**src/rtl/serial_sub_pkg.sv**
```systemverilog
// serial_sub_pkg: shared FSM state and mode encodings for serial_sub_unit
package serial_sub_pkg;
  typedef enum logic [1:0] {IDLE, RUN, DONE} state_t;
  localparam logic SUB_AB = 1'b0;
  localparam logic SUB_BA = 1'b1;
endpackage

```
**src/rtl/full_sub_cell.sv**
```systemverilog
// full_sub_cell: 1-bit full subtractor, d = x - y - bi with borrow-out bo
// ports: x minuend bit, y subtrahend bit, bi borrow-in, d difference bit, bo borrow-out
module full_sub_cell (
  input  logic x,
  input  logic y,
  input  logic bi,
  output logic d,
  output logic bo
);
  assign d  = x ^ y ^ bi;
  assign bo = (~x & y) | (~(x ^ y) & bi);
endmodule

```
**src/rtl/serial_sub_unit.sv**
```systemverilog
// serial_sub_unit: multi-cycle subtractor, SLICE bits per clock, LSB slice first
// ports: clk, rst_n (async active-low); start/mode/A/B/Bin request, sampled when idle;
//        busy while running; done one-cycle pulse; Diff/Borr/zero held until next start
module serial_sub_unit
  import serial_sub_pkg::*;
#(
  parameter int WIDTH = 8,
  parameter int SLICE = 1
) (
  input  logic             clk,
  input  logic             rst_n,
  input  logic             start,
  input  logic             mode,
  input  logic [WIDTH-1:0] A,
  input  logic [WIDTH-1:0] B,
  input  logic             Bin,
  output logic             busy,
  output logic             done,
  output logic [WIDTH-1:0] Diff,
  output logic             Borr,
  output logic             zero
);
  localparam int STEPS = WIDTH / SLICE;
  localparam int CW = $clog2(STEPS + 1);
  state_t state, state_nxt;
  logic [WIDTH-1:0] a_r, b_r, res, res_nxt;
  logic [CW-1:0] cnt;
  logic br, last;
  logic [SLICE:0] bc;
  logic [SLICE-1:0] d;
  assign bc[0] = br;
  for (genvar i = 0; i < SLICE; i++) begin : g_cell
    full_sub_cell u_cell (.x(a_r[i]), .y(b_r[i]), .bi(bc[i]), .d(d[i]), .bo(bc[i+1]));
  end
  // new slice enters at the top; after STEPS shifts the LSB slice sits at bit 0
  assign res_nxt = (res >> SLICE) | (WIDTH'(d) << (WIDTH - SLICE));
  assign last = cnt == CW'(STEPS - 1);
  always_ff @(posedge clk or negedge rst_n)
    if (!rst_n) state <= IDLE;
    else state <= state_nxt;
  always_comb state_nxt = state == RUN ? (last ? DONE : RUN) : (start ? RUN : IDLE);
  always_comb begin
    busy = state == RUN;
    done = state == DONE;
  end
  always_ff @(posedge clk or negedge rst_n)
    if (!rst_n) begin
      a_r  <= '0;
      b_r  <= '0;
      res  <= '0;
      cnt  <= '0;
      br   <= 1'b0;
      Diff <= '0;
      Borr <= 1'b0;
      zero <= 1'b0;
    end else if (state != RUN && start) begin
      a_r <= mode == SUB_BA ? B : A;
      b_r <= mode == SUB_BA ? A : B;
      br  <= Bin;
      cnt <= '0;
    end else if (state == RUN) begin
      a_r <= a_r >> SLICE;
      b_r <= b_r >> SLICE;
      br  <= bc[SLICE];
      res <= res_nxt;
      cnt <= cnt + 1'b1;
      if (last) begin
        Diff <= res_nxt;
        Borr <= bc[SLICE];
        zero <= res_nxt == '0;
      end
    end
endmodule

```
**config.mk**
```make
export PLATFORM = sky130hd
export DESIGN_NAME = serial_sub_unit
export DESIGN_NICKNAME = d
export VERILOG_FILES = /design/src/rtl/serial_sub_pkg.sv /design/src/rtl/full_sub_cell.sv /design/src/rtl/serial_sub_unit.sv
export SDC_FILE = /design/constraint.sdc
export NUM_CORES = 1
export LEC_CHECK = 0
export BUFFER_PORTS_ARGS = -buffer_cell sky130_fd_sc_hd__buf_2
export CAP_MARGIN = 0
export CORE_MARGIN = 10
export CORE_UTILIZATION = 58
export CTS_BUF_LIST = sky130_fd_sc_hd__clkbuf_4 sky130_fd_sc_hd__clkbuf_8
export CTS_CLUSTER_DIAMETER = 80
export DETAILED_ROUTE_END_ITERATION = 10
export PLACE_DENSITY = 0.82
export SLEW_MARGIN = 20
export SYNTH_ARGS = -nofsm -noshare
export SYNTH_HDL_FRONTEND = slang
export SYNTH_SLANG_ARGS = --single-unit
```
**constraint.sdc**
```tcl
create_clock -name clk -period 1.5 [get_ports clk]
set_input_delay 0.15 -clock clk [delete_from_list [all_inputs] [get_ports clk]]
set_output_delay 0.15 -clock clk [all_outputs]
set_load 0.005 [all_outputs]
```
## After elaboration in Yosys (flattened, before gate mapping)

Index checks and enable logic that the tools add are counted.

- Logic and storage cells: 41
- Bits of input ports: 21
- Register bits: 41
- Output and inout port bits: 12

- Eq/ne operators: 4
- $add $sub $neg: 1
- Muxes and demuxes: 13
- Reduce and logical (&&, ||, !) cells: 5
- Bitwise gates (word level): 9

Operators by type and width:

| operator | number |
|---|---|
| 8-bit two-way mux | 6 |
| 8-bit logical NOT | 1 |
| 4-bit two-way mux | 2 |
| 7-bit by 8-bit OR with 8-bit output | 1 |
| 4-bit by 1-bit adder with 4-bit output (second input constant) | 1 |
| 4-bit by 3-bit equality test with 1-bit output (second input constant) | 1 |
| 2-bit two-way mux | 2 |
| 1-bit two-way mux | 3 |
| 1-bit inverter | 3 |
| 3-bit AND reduction | 1 |
| 1-bit AND | 2 |
| 2-bit by 1-bit equality test with 1-bit output (second input constant) | 1 |
| 2-bit equality test (second input constant) | 1 |
| 2-bit by 1-bit inequality test with 1-bit output (second input constant) | 1 |
| 2-bit AND reduction | 1 |
| 2-bit nonzero test | 1 |
| 1-bit XOR | 2 |
| 1-bit logical AND | 1 |
| 1-bit OR | 1 |

## Depth between registers and ports, before layout

Gate-level depths: netlist of the first run.

- Word-level depth: 6
- Mapped depth: 5
- Gate-level depth less buffers: 5

## By module

Synthesis of the first run repeated with hierarchy kept, for this count alone.

- Cells, all modules: 175
- Area, all modules: 1956.9 µm²

Modules (own cells, without submodules):

| module | cells an instance | sequential area each (µm²) | area each (µm²) | instances |
|---|---|---|---|---|
| serial_sub_unit | 171 | 1001.0 | 1925.6 | 1 |
| full_sub_cell | 4 | 0.0 | 31.3 | 1 |

## Worst setup path after synthesis of the first run

Ideal clock, no wire load.

- Path kind: flip-flop to flip-flop
- Start point: reg cnt[0]
- End point: reg Diff[0]
- Setup time: 0.125 ns
- Cell stages (with the launch flop): 6
- Arrival time: 1.246 ns
- Buffers on the path: 1
- Period minus slack after synthesis: 1.371 ns
- Required time: 1.375 ns
- Slack: 0.129 ns
- Cells stage by stage: dfrtp_1 -> ha_1 -> nand2_1 -> nor3_4 -> buf_6 -> mux2_4

- Cells in the longest elaborated chain, start to end: 2

Ends and longest elaborated chain:

| item | RTL line | RTL |
|---|---|---|
| start, declared | serial_sub_unit.sv:27 | `logic [CW-1:0] cnt;` |
| start signal, assigned | serial_sub_unit.sv:66 | `cnt <= cnt + 1'b1;` |
| 4-bit by 3-bit equality test with 1-bit output | serial_sub_unit.sv:37 | `assign last = cnt == CW'(STEPS - 1);` |
| 3-bit AND reduction (no source line) | n/a |  |
| end signal, assigned | serial_sub_unit.sv:68 | `Diff <= res_nxt;` |
| end, declared | serial_sub_unit.sv:19 | `output logic [WIDTH-1:0] Diff,` |

No other way between the ends.
A chain may end at the register's enable or synchronous reset.

## Worst setup path in the final report of the first run

- Start point: reg cnt[1]
- End point: reg Diff[4]

Same word-level chain as after synthesis.

==> results of run 1 <==
## layer usage
metal  vias up  wire (um)
met4         0         55
met5         -          0
met3         8        199
li1        694          -
met1       712       1696
met2        32       2144
## timing repair
action | 4_1_cts | 5_1_grt
setup endpoints to repair | 1 | 7
endpoints found under the hold margin | 40 | 0
gates resized for setup | 4 | 5
hold buffers | 1 | 0
pin swaps | 0 | 2
buffers inserted | 1 | 8
cloned | 0 | 1
## layout by cell type (no fill, tap or decap), types with 3 or more instances in the layout
| cell type | count |
|---|---|
| mux2i_1 | 19 |
| dfrtp_1 | 40 |
| a21o_1 | 14 |
| nand2_1 | 25 |
| a211oi_1 | 16 |
| inv_1 | 4 |
| buf_12 | 3 |
| clkbuf_4 | 5 |
| buf_4 | 12 |
| mux2_4 | 7 |
| nor2_1 | 18 |
| mux2_2 | 3 |
| buf_2 | 32 |
## state kept, by name, summed over array words and instances (netlist names)
| signal | cells |
|---|---|
| Diff | 8 |
| zero | 1 |
| cnt | 4 |
| a_r | 8 |
| Borr | 1 |
| state | 2 |
| b_r | 8 |
| br | 1 |
| res | 7 |
## cells in the mapped netlist, types with 2 or more instances
cell type	count	share of area
dfrtp_1	40	0.51
inv_1	4	0.0076
mux2_2	3	0.017
mux2i_1	19	0.097
nand2_1	26	0.050
a211oi_1	16	0.061
buf_6	2	0.011
mux2_4	7	0.054
nor4_1	2	0.0064
buf_2	8	0.020
nor2_1	18	0.034
a21o_1	14	0.054
## power breakdown
group          switching [uW]  internal (uW)
clock                     360            347
sequential                345           1570
combinational            1070           1220
## area by class of cell
cell class / instances / area, um2
fillers: 250 / 938.4
clock inverters: 3 / 42.54
clock buffers: 5 / 37.54
inverters: 5 / 23.77
well taps: 46 / 57.56
flip-flops and latches: 40 / 1001
multi-input cells: 118 / 864.6
repair buffers: 49 / 345.3
## through the flow
step	setup slack [ns]	hold slack, ns	TNS [ns]	power, uW
after global placement	0.1039	0.2262	0	3672
after CTS	0.003050	0.1293	0	4616
after detailed placement	0.02470	0.2362	0	3826
after global routing	-0.007413	0.1412	-0.007413	5270
after floorplan	0.1286	-0.1456	0	3239
final	0.06539	0.1338	0	4908
## worst min-delay path by stage
stage                     start       to  cells after the start
after floorplan           rst_n     Borr                      0
after global placement    rst_n  Diff[4]                      2
after detailed placement  rst_n  Diff[4]                      2
after CTS                  B[7]   b_r[7]                      3
after global routing       B[7]   b_r[7]                      3
final                      B[7]   b_r[7]                      3
## critical path, stage by stage, from the launching register on
cell and delay [ns]:
dfrtp_1 0.39, ha_2 0.21, nand2_2 0.07, nor3_4 0.15, buf_12 0.17, mux2_2 0.33
## cell families after synthesis
group	count (synthesis)	share of synthesized area
multiplexers	29	0.1676
adder cells (fa/ha/maj)	2	0.01657
AND/OR/NAND/NOR	53	0.1211
buffers and inverters	17	0.05545
AO/OA/AOI/OAI	34	0.1294
flip-flops	40	0.5099
==> metrics.md, run 1 <==
| Metric | Value |
|---|---|
| Outcome | `finished clean` |
| Seq/Total Area, Yosys | `0.5099` |
| Max_slew headroom | `0.6698` |
| Layout cells sized above 1 | `0.3273` |
| DPL Wire Length | `between 2 and 3 mm` |
| First-pass GRT wire length | `6.906 mm` |
| Syn Area/Cell | `11.22 um2` |
| IO Pins | `33` |
| Via count | `1446` |
| Yosys cell types | `28` |
| Final Cycle Share | `0.9564` |
| Reg2reg setup slack | `approximately 0.065 ns` |
| Cell depth of the worst flop-to-flop path | `5` |
| Clock Skews | `0.009955 ns` |
| LEAKAGE | `0.001283 uW` |
| Routed Antenna Nets | `0` |
| Largest net degree at the start of global routing | `41` |
| Chip Width | `78.18 um` |
| TritonCTS Buffers | `5` |
| Worst-Margin Slew | `0.4953 ns` |
| Post-layout net count | `242` |
| Setup CP Type | `reg2reg` |
| CTS Sinks | `40` |
| R2R Path End | `Diff[4]` |
| Grt ovf | `0` |
| Final hold violations | `0` |
| R2r startpoint | `cnt[1]` |
| Pre-Repair DR Iteration Count | `4` |
| Crit path from | `cnt[1]` |
| GR met2 Demand/Resource | `0.2336` |
| Syn. warnings | `0` |
| Syn_nets | `198` |
| Tot GR Track Use | `0.1368` |
| CP arrival | `1.69 ns` |
| Iteration-0 DRC Markers | `slightly below 80` |
| Worst Path Max Fanout | `12` |
| Seq cells post-synth | `40` |
| Die height | `78.18 um` |
| Reg clk slew, reported paths | `0.12 ns` |
| IO Port Bufs | `32` |
| Peak Freq | `697.1 MHz` |
| Mapped cell area | `0.001963 mm2` |
| Post-layout util | `0.7166` |
| CP Capture Point | `Diff[4]` |
| Post-synth EDFFs | `0` |
| M1 GR Usage | `0.1569` |
| CTS tree | `built` |
| Row count | `21` |
| Initial antenna violation count | `0` |
| Hold WC Path Type | `in2reg` |
| Startpoint Class | `flop` |
| Pwr Density | `about 2100 mW/mm2` |
| Mapped Cells | `around 180` |
| Crit path time final | `1.435 ns` |
| Finished Cell Area | `0.002372 mm2` |
| WP data required | `roughly 1.8 ns` |
| Non-filler cells, final | `266` |
| Vias in the first global route | `1509` |
| Vias/cell | `5.436` |
| Initial Util | `0.5930` |
| Clock Tree Buf Depth | `2` |
| Placed cell areas | `around 0.0022 mm2` |
| Syn-to-layout area delta | `20.84%` |
| Max-Cap Viols | `0` |
| Post-Place Cells | `247` |
| Crit. End Element | `flop` |
| Drc violations | `0` |
| Worst skew pair latency | `about 0.36 ns` |
| Main flop type after synthesis | `dfrtp_1` |
| Final setup vio count | `0` |
| DR WL/cell | `15.39 um` |
| M3 GR Usage | `0.04556` |
| Total Die Area | `0.006112 mm2` |
| GP Congestion | `0.7551` |
| Fin. max-slew vios | `0` |
| H-Tree Depth | `2` |
| Ys async rst share | `1.000` |
| GRT Max-Usage Layer | `met2` |
| CORE AREA | `0.003311 mm2` |
| Ant. Diodes | `0` |
| Root buf cell | `clkbuf_4` |
| Peak supply drop | `0.7892 mV` |
| WL final | `4.095 mm` |
Note: power is estimated with default switching activity, not from simulation.
==> run 2: changes to the inputs <==
--- a/config.mk
+++ b/config.mk
@@ -8,11 +8,12 @@
 export BUFFER_PORTS_ARGS = -buffer_cell sky130_fd_sc_hd__buf_2
 export CAP_MARGIN = 0
 export CORE_MARGIN = 10
-export CORE_UTILIZATION = 58
+export CORE_UTILIZATION = 62
 export CTS_BUF_LIST = sky130_fd_sc_hd__clkbuf_4 sky130_fd_sc_hd__clkbuf_8
 export CTS_CLUSTER_DIAMETER = 80
 export DETAILED_ROUTE_END_ITERATION = 10
-export PLACE_DENSITY = 0.82
+export GPL_TIMING_DRIVEN = 0
+export PLACE_DENSITY = 0.87
 export SLEW_MARGIN = 20
 export SYNTH_ARGS = -nofsm -noshare
 export SYNTH_HDL_FRONTEND = slang
==> constraint.sdc (replaced) <==
create_clock -name clk -period 1.7 [get_ports clk]
set_input_delay 0.17 -clock clk [delete_from_list [all_inputs] [get_ports clk]]
set_output_delay 0.17 -clock clk [all_outputs]
set_load 0.005 [all_outputs]
==> run 2 against run 1 <==
Non-clock buffer count decreased by 6. Final cell count decreased by 3.0%. Combinational power decreased by 28%. Sequential power decreased by 12%. Global-route usage increased by 0.33 points. Worst hold slack improved by 0.026 ns. Clock-buffer cell count increased by 1. Total power decreased by 22%. Die area decreased by 4.8%. Clock power decreased by 29%. Register-to-register slack improved by 0.08 ns. Setup slack improved by 0.021 ns.
==> metrics.md, run 2 (synthesis results as in run 1) <==
| Metric | Value |
|---|---|
| CTS Sinks | `40` |
| Most common cell after layout, fill and taps aside | `dfrtp_1` |
| WL final | `4.025 mm` |
| Chip Width | `about 76 um` |
| IO Port Bufs | `30` |
| IO Pins | `33` |
| Vias in the first global route | `1483` |
| Crit path time final | `1.614 ns` |
| Drc violations | `0` |
| Reg2reg setup slack | `0.15 ns` |
| P_int | `between 2000 and 2500 uW` |
| Final setup vio count | `0` |
| CP Cell Sequence | `nand2b_4 -> inv_2 -> buf_2 -> buf_2` |
| Hold path cells | `4` |
| Most used cell, CP | `buf_2` |
| Largest net degree at the start of global routing | `41` |
| Peak supply drop | `0.9612 mV` |
| First-pass GRT wire length | `6.706 mm` |
| Slowest cell delay on critical path | `about 0.40 ns` |
| Multi-input logic area | `approximately 850 um2` |
| Hold Path End | `br` |
| Peak Freq | `619.6 MHz` |
| NetSw | `1452 uW` |
| Most frequent cells in the layout | `dfrtp_1 (40), buf_2 (38), nand2_1 (26), mux2i_1 (19), nor2_1 (18)` |
| DR WL/cell | `between 15 and 20 um` |
| Non-filler cells, final | `roughly 260` |
| Final Cycle Share | `0.9494` |
| Top Registers | `Diff x8, a_r x8, b_r x8` |
| Final hold violations | `0` |
| Root buf cell | `clkbuf_4` |
| Iteration-0 DRC Markers | `135` |
| Hold path start | `Bin` |
| Worst Path Max Fanout | `10` |
| Max-Cap Viols | `0` |
| R2r startpoint | `cnt[0]` |
| Hold WC Path Type | `in2reg` |
| TritonCTS Buffers | `5` |
| Row count | `20` |
| Fillers | `223` |
| R2R Path End | `Diff[1]` |
| Clock Tree Buf Depth | `2` |
| Crit. End Element | `primary output` |
| Outcome | `finished clean` |
| Seq. cell area | `0.001001 mm2` |
| Grt ovf | `0` |
| CORE AREA | `0.003053 mm2` |
| Syn-to-layout area delta | `14.09%` |
| Pwr Density | `1716 mW/mm2` |
| Clock Skews | `about 0.0065 ns` |
| Ant. Diodes | `0` |
| Cell depth of the worst flop-to-flop path | `5` |
| Reg clk slew, reported paths | `0.11 ns` |
| Initial antenna violation count | `0` |
| RSZ-0062 raised after global routing | `no` |
| DPL Wire Length | `approximately 3.0 mm` |
| Setup CP Type | `reg2out` |
| Resized cells post-CTS | `0` |
| Tot GR Track Use | `0.1401` |
| LEAKAGE | `0.001227 uW` |
| Critical path's slowest cell | `dfrtp_1` |
| Initial Util | `0.6430` |
| WP data required | `1.53 ns` |
| Post-layout util | `0.7336` |
| Worst-Margin Slew | `0.8843 ns` |
| Routed Antenna Nets | `0` |
| Max_slew headroom | `0.4105` |
| Pre-Repair DR Iteration Count | `4` |
| Worst skew pair latency | `around 0.35 ns` |
| Sw frac | `0.3777` |
| Die height | `76.27 um` |
| CP arrival | `1.44 ns` |
| CTS tree | `built` |
| Critical path buffer and inverter count | `3` |
| Sequential share of power | `0.436` |
| Top Family by Delay on Critical Path | `buffers and inverters` |
| Vias/cell | `around 5.7` |
| Clock share of power | `0.131` |
| Setup TNS | `0 ns` |
| Comb power frac | `0.432` |
| Startpoint Class | `flop` |
| Fin. max-slew vios | `0` |
| Via count | `1458` |
| Post-Place Cells | `249` |
| Total Die Area | `just under 0.006 mm2` |
| Layout cells sized above 1 | `0.2944` |
| H-Tree Depth | `2` |
| Post-layout net count | `236` |
| GP Congestion | `0.7578` |
[run 2: cell types whose count changed in the layout (fill, tap and decap cells not counted), sizes merged]
| cell | change |
|---|---|
| buf | -5 |
| bufinv | -1 |
| clkinvlp | -1 |
| inv | +1 |
[run 2: metal layers]
metal  global-route usage  up-vias  wire (um)
met2               0.2364       45       2029
met3              0.05425        9        266
met5                    0        -          0
met1               0.1518      721       1638
met4              0.06320        0         92
li1                     -      683          -
[run 2: how the worst max path moves through the flow]
stage                         from       to  slack, ns  depth (start not counted)
after floorplan             cnt[0]  Diff[0]       0.33                          5
after global placement      cnt[0]  Diff[0]       0.22                          5
after detailed placement    cnt[0]  Diff[1]       0.18                          5
after CTS                 state[1]     busy       0.07                          4
after global routing      state[1]     busy      0.005                          4
final                     state[1]     busy       0.09                          4
[run 2: repair_timing]
item | in CTS | in global routing
endpoints found under the hold margin | 40 | 0
hold buffers | 1 | 0
setup buffers | 0 | 0
[run 2: power by group through the flow]
stage / registers (uW) / logic (uW) / clock network (uW)
3_5_place_dp: 1700 / 1680 / 0
6_report: 1680 / 1660 / 505
5_1_grt: 1730 / 1850 / 575
2_1_floorplan: 1640 / 1220 / 0
4_1_cts: 1680 / 1680 / 523
3_3_place_gp: 1660 / 1590 / 0
[run 2: worst register-to-register path, stage by stage, from the launching register on]
cell	delay, ns
dfrtp_1	0.41
ha_1	0.22
nand2_1	0.10
nor3_4	0.19
buf_6	0.21
mux2_4	0.32
[run 2: final cells by class]
type / count / area share
clock buffers: 6 / 0.02291
repair buffers: 31 / 0.07151
inverters: 5 / 0.008380
well taps: 44 / 0.02458
multi-input cells: 118 / 0.3810
plain buffers: 12 / 0.04022
flip-flops and latches: 40 / 0.4469
clock inverters: 2 / 0.004469
[run 2: per-stage QoR]
stage          worst slack, ns  hold WS, ns  area [um2]  power [uW]
5_1_grt               0.004790       0.1531        2240        4155
2_1_floorplan           0.3286      -0.1256        1963        2858
4_1_cts                0.06947       0.1377        2240        3884
3_5_place_dp            0.1817       0.3338        2168        3377
6_report               0.08601       0.1602        2240        3844
3_3_place_gp            0.2238       0.3183        2168        3250
==> run 3: changes to the inputs <==
--- a/config.mk
+++ b/config.mk
@@ -7,13 +7,15 @@
 export LEC_CHECK = 0
 export BUFFER_PORTS_ARGS = -buffer_cell sky130_fd_sc_hd__buf_2
 export CAP_MARGIN = 0
+export CELL_PAD_IN_SITES_DETAIL_PLACEMENT = 1
+export CELL_PAD_IN_SITES_GLOBAL_PLACEMENT = 1
 export CORE_MARGIN = 10
-export CORE_UTILIZATION = 62
+export CORE_UTILIZATION = 49
 export CTS_BUF_LIST = sky130_fd_sc_hd__clkbuf_4 sky130_fd_sc_hd__clkbuf_8
 export CTS_CLUSTER_DIAMETER = 80
 export DETAILED_ROUTE_END_ITERATION = 10
 export GPL_TIMING_DRIVEN = 0
-export PLACE_DENSITY = 0.87
+export PLACE_DENSITY_LB_ADDON = 0.1
 export SLEW_MARGIN = 20
 export SYNTH_ARGS = -nofsm -noshare
 export SYNTH_HDL_FRONTEND = slang
==> run 3 against run 2 <==
The run now ends with negative hold slack left. Clock-buffer cell count is 1 lower. Flip-flop and latch count stayed put. Final cell count is 1.2% higher. Largest cell class unchanged. Sequential share of layout area is 1.0 points lower. Utilization is 13 points lower. Non-clock buffer count is 1 lower. Sequential power hardly changed.
==> metrics.md, run 3 (synthesis results as in run 1) <==
| Metric | Value |
|---|---|
| IO Port Bufs | `30` |
| Most frequent cells in the layout | `dfrtp_1 (40), buf_2 (38), nand2_1 (26), mux2i_1 (19), nor2_1 (18)` |
| GP Congestion | `0.7462` |
| Row count | `22` |
| Reg clk slew, reported paths | `0.08 ns` |
| CTS Sinks | `40` |
| Top Family by Delay on Critical Path | `adder cells` |
| Pre-Repair DR Iteration Count | `4` |
| Routed Antenna Nets | `0` |
| Postcts setup bufs | `0` |
| Largest net degree at the start of global routing | `41` |
| Non-filler cells, final | `around 260` |
| P_int | `2637 uW` |
| Fin. max-slew vios | `0` |
| RSZ-0062 raised after global routing | `no` |
| Max_slew headroom | `0.4123` |
| Hold slack | `-0.006161 ns` |
| Hold WC Path Type | `in2async` |
| Post-layout util | `0.6075` |
| Slowest cell delay on critical path | `about 0.53 ns` |
| Die height | `83.30 um` |
| Violated checks | `negative hold slack` |
| Comb power frac | `0.409` |
| Critical path's slowest cell | `fa_1` |
| Setup TNS | `0 ns` |
| Grt ovf | `0` |
| Worst Path Max Fanout | `3` |
| CTS tree | `built` |
| Tot GR Track Use | `0.1363` |
| Final setup vio count | `0` |
| Outcome | `finished with violations` |
| LEAKAGE | `around 0.0012 uW` |
| Via count | `1432` |
| Drc violations | `0` |
| Clock Tree Buf Depth | `2` |
| Layout cells sized above 1 | `0.3005` |
| CORE AREA | `0.003771 mm2` |
| Total Die Area | `approximately 0.0069 mm2` |
| Setup CP Type | `reg2reg` |
| CP Cell Sequence | `inv_1 -> fa_1 -> nor4_2 -> nand2_1 -> mux2i_1` |
| Clock Skews | `0.006226 ns` |
| IO Pins | `33` |
| Initial Util | `0.5206` |
| Max-Cap Viols | `0` |
| Crit path time final | `approximately 1.5 ns` |
| Initial antenna violation count | `0` |
| Worst-Margin Slew | `around 0.88 ns` |
| Power, Total | `4172 uW` |
| Chip Width | `83.30 um` |
| H-Tree Depth | `2` |
| Crit. End Element | `flop` |
| Sw frac | `0.3681` |
| Peak Freq | `about 650 MHz` |
| Vias in the first global route | `1603` |
| Place WS | `0.07538 ns` |
| CP arrival | `roughly 1.8 ns` |
| Post-layout net count | `235` |
| Ant. Diodes | `0` |
| Sequential share of power | `0.405` |
| Final WS setup | `0.1610 ns` |
| WL final | `approximately 4.7 mm` |
| WP data required | `1.92 ns` |
| Startpoint Class | `flop` |
| Most common cell after layout, fill and taps aside | `dfrtp_1` |
| DPL Wire Length | `3.528 mm` |
| TritonCTS Buffers | `5` |
| DR WL/cell | `17.88 um` |
| Iteration-0 DRC Markers | `69` |
| Final hold violations | `17` |
| Post-Place Cells | `253` |
| Root buf cell | `clkbuf_8` |
| Peak supply drop | `0.8199 mV` |
| Critical path buffer and inverter count | `1` |
| Syn-to-layout area delta | `16.70%` |
| First-pass GRT wire length | `7.817 mm` |
| NetSw | `1536 uW` |
| Vias/cell | `5.487` |
| Final Cycle Share | `0.9053` |
| Top Registers | `Diff x8, a_r x8, b_r x8` |
| Clock share of power | `0.186` |
| Worst skew pair latency | `0.30 ns` |
| Pwr Density | `about 1800 mW/mm2` |
==> run 3: changes by cell type in the layout (fill, tap and decap cells not counted) <==
| cell | previous run | this run |
|---|---|---|
| bufinv_16 | 0 | 1 |
| clkbuf_4 | 5 | 0 |
| clkbuf_8 | 1 | 5 |
| clkinv_2 | 2 | 1 |
| clkinvlp_4 | 0 | 1 |
| dlygate4sd3_1 | 1 | 0 |
| nor4_1 | 2 | 1 |
| nor4_2 | 0 | 1 |
==> run 3: power groups by stage <==
stage | Sequential [uW] | Combinational (uW) | Clock [uW]
after floorplan | 1640 | 1220 | 0
after global placement | 1670 | 1630 | 0
after detailed placement | 1710 | 1720 | 0
after CTS | 1690 | 1730 | 794
after global routing | 1750 | 1930 | 844
final | 1690 | 1710 | 777
==> run 3: worst reg2reg max path, cell delays in order (launching register included) <==
cell and delay [ns]:
dfrtp_1 0.38, inv_1 0.07, fa_1 0.53, nor4_2 0.27, nand2_1 0.08, mux2i_1 0.13
==> run 3: final cells by class <==
class / instances / area [um2]
Buffer: 12 / 90.09
Clock buffer: 5 / 68.82
Clock inverter: 3 / 42.54
Fill cell: 417 / 1480
Inverter: 5 / 18.77
Multi-Input combinational cell: 118 / 859.6
Sequential cell: 40 / 1001
Tap cell: 48 / 60.06
Timing Repair Buffer: 30 / 150.1
==> run 3: final timing paths <==
check                      slack [ns]    from        to  cells past startpoint
min in group clk                 0.23     Bin        br                      4
min reg2reg                      0.48  b_r[4]    b_r[3]                      1
max in group asynchronous        1.16   rst_n    a_r[2]                      1
max reg2reg                      0.16  b_r[0]      zero                      5
max                              0.16  b_r[0]      zero                      5
min                            -0.006   rst_n  state[0]                      1
==> run 3: timing repair <==
| action | 4_1_cts | 5_1_grt |
|---|---|---|
| hold buffers | 0 | 0 |
| setup endpoints to repair | 0 | 1 |
| gates resized for setup | 0 | 1 |
==> run 3: routing by layer <==
metal	routed length, um	GRT usage	vias up	share of wire
met1	2019	0.1602	727	0.43
met2	2417	0.2332	23	0.52
met5	0	0	-	0
met4	47	0.03231	0	0.010
met3	182	0.04395	4	0.039
li1	-	-	678	-
==> run 3: per-stage QoR <==
step	hold WS (ns)	instance area, um2
3_5_place_dp	0.3393	2173
3_3_place_gp	0.3355	2173
6_report	-0.006161	2291
4_1_cts	0.01691	2285
2_1_floorplan	-0.1256	1963
5_1_grt	0.05918	2291
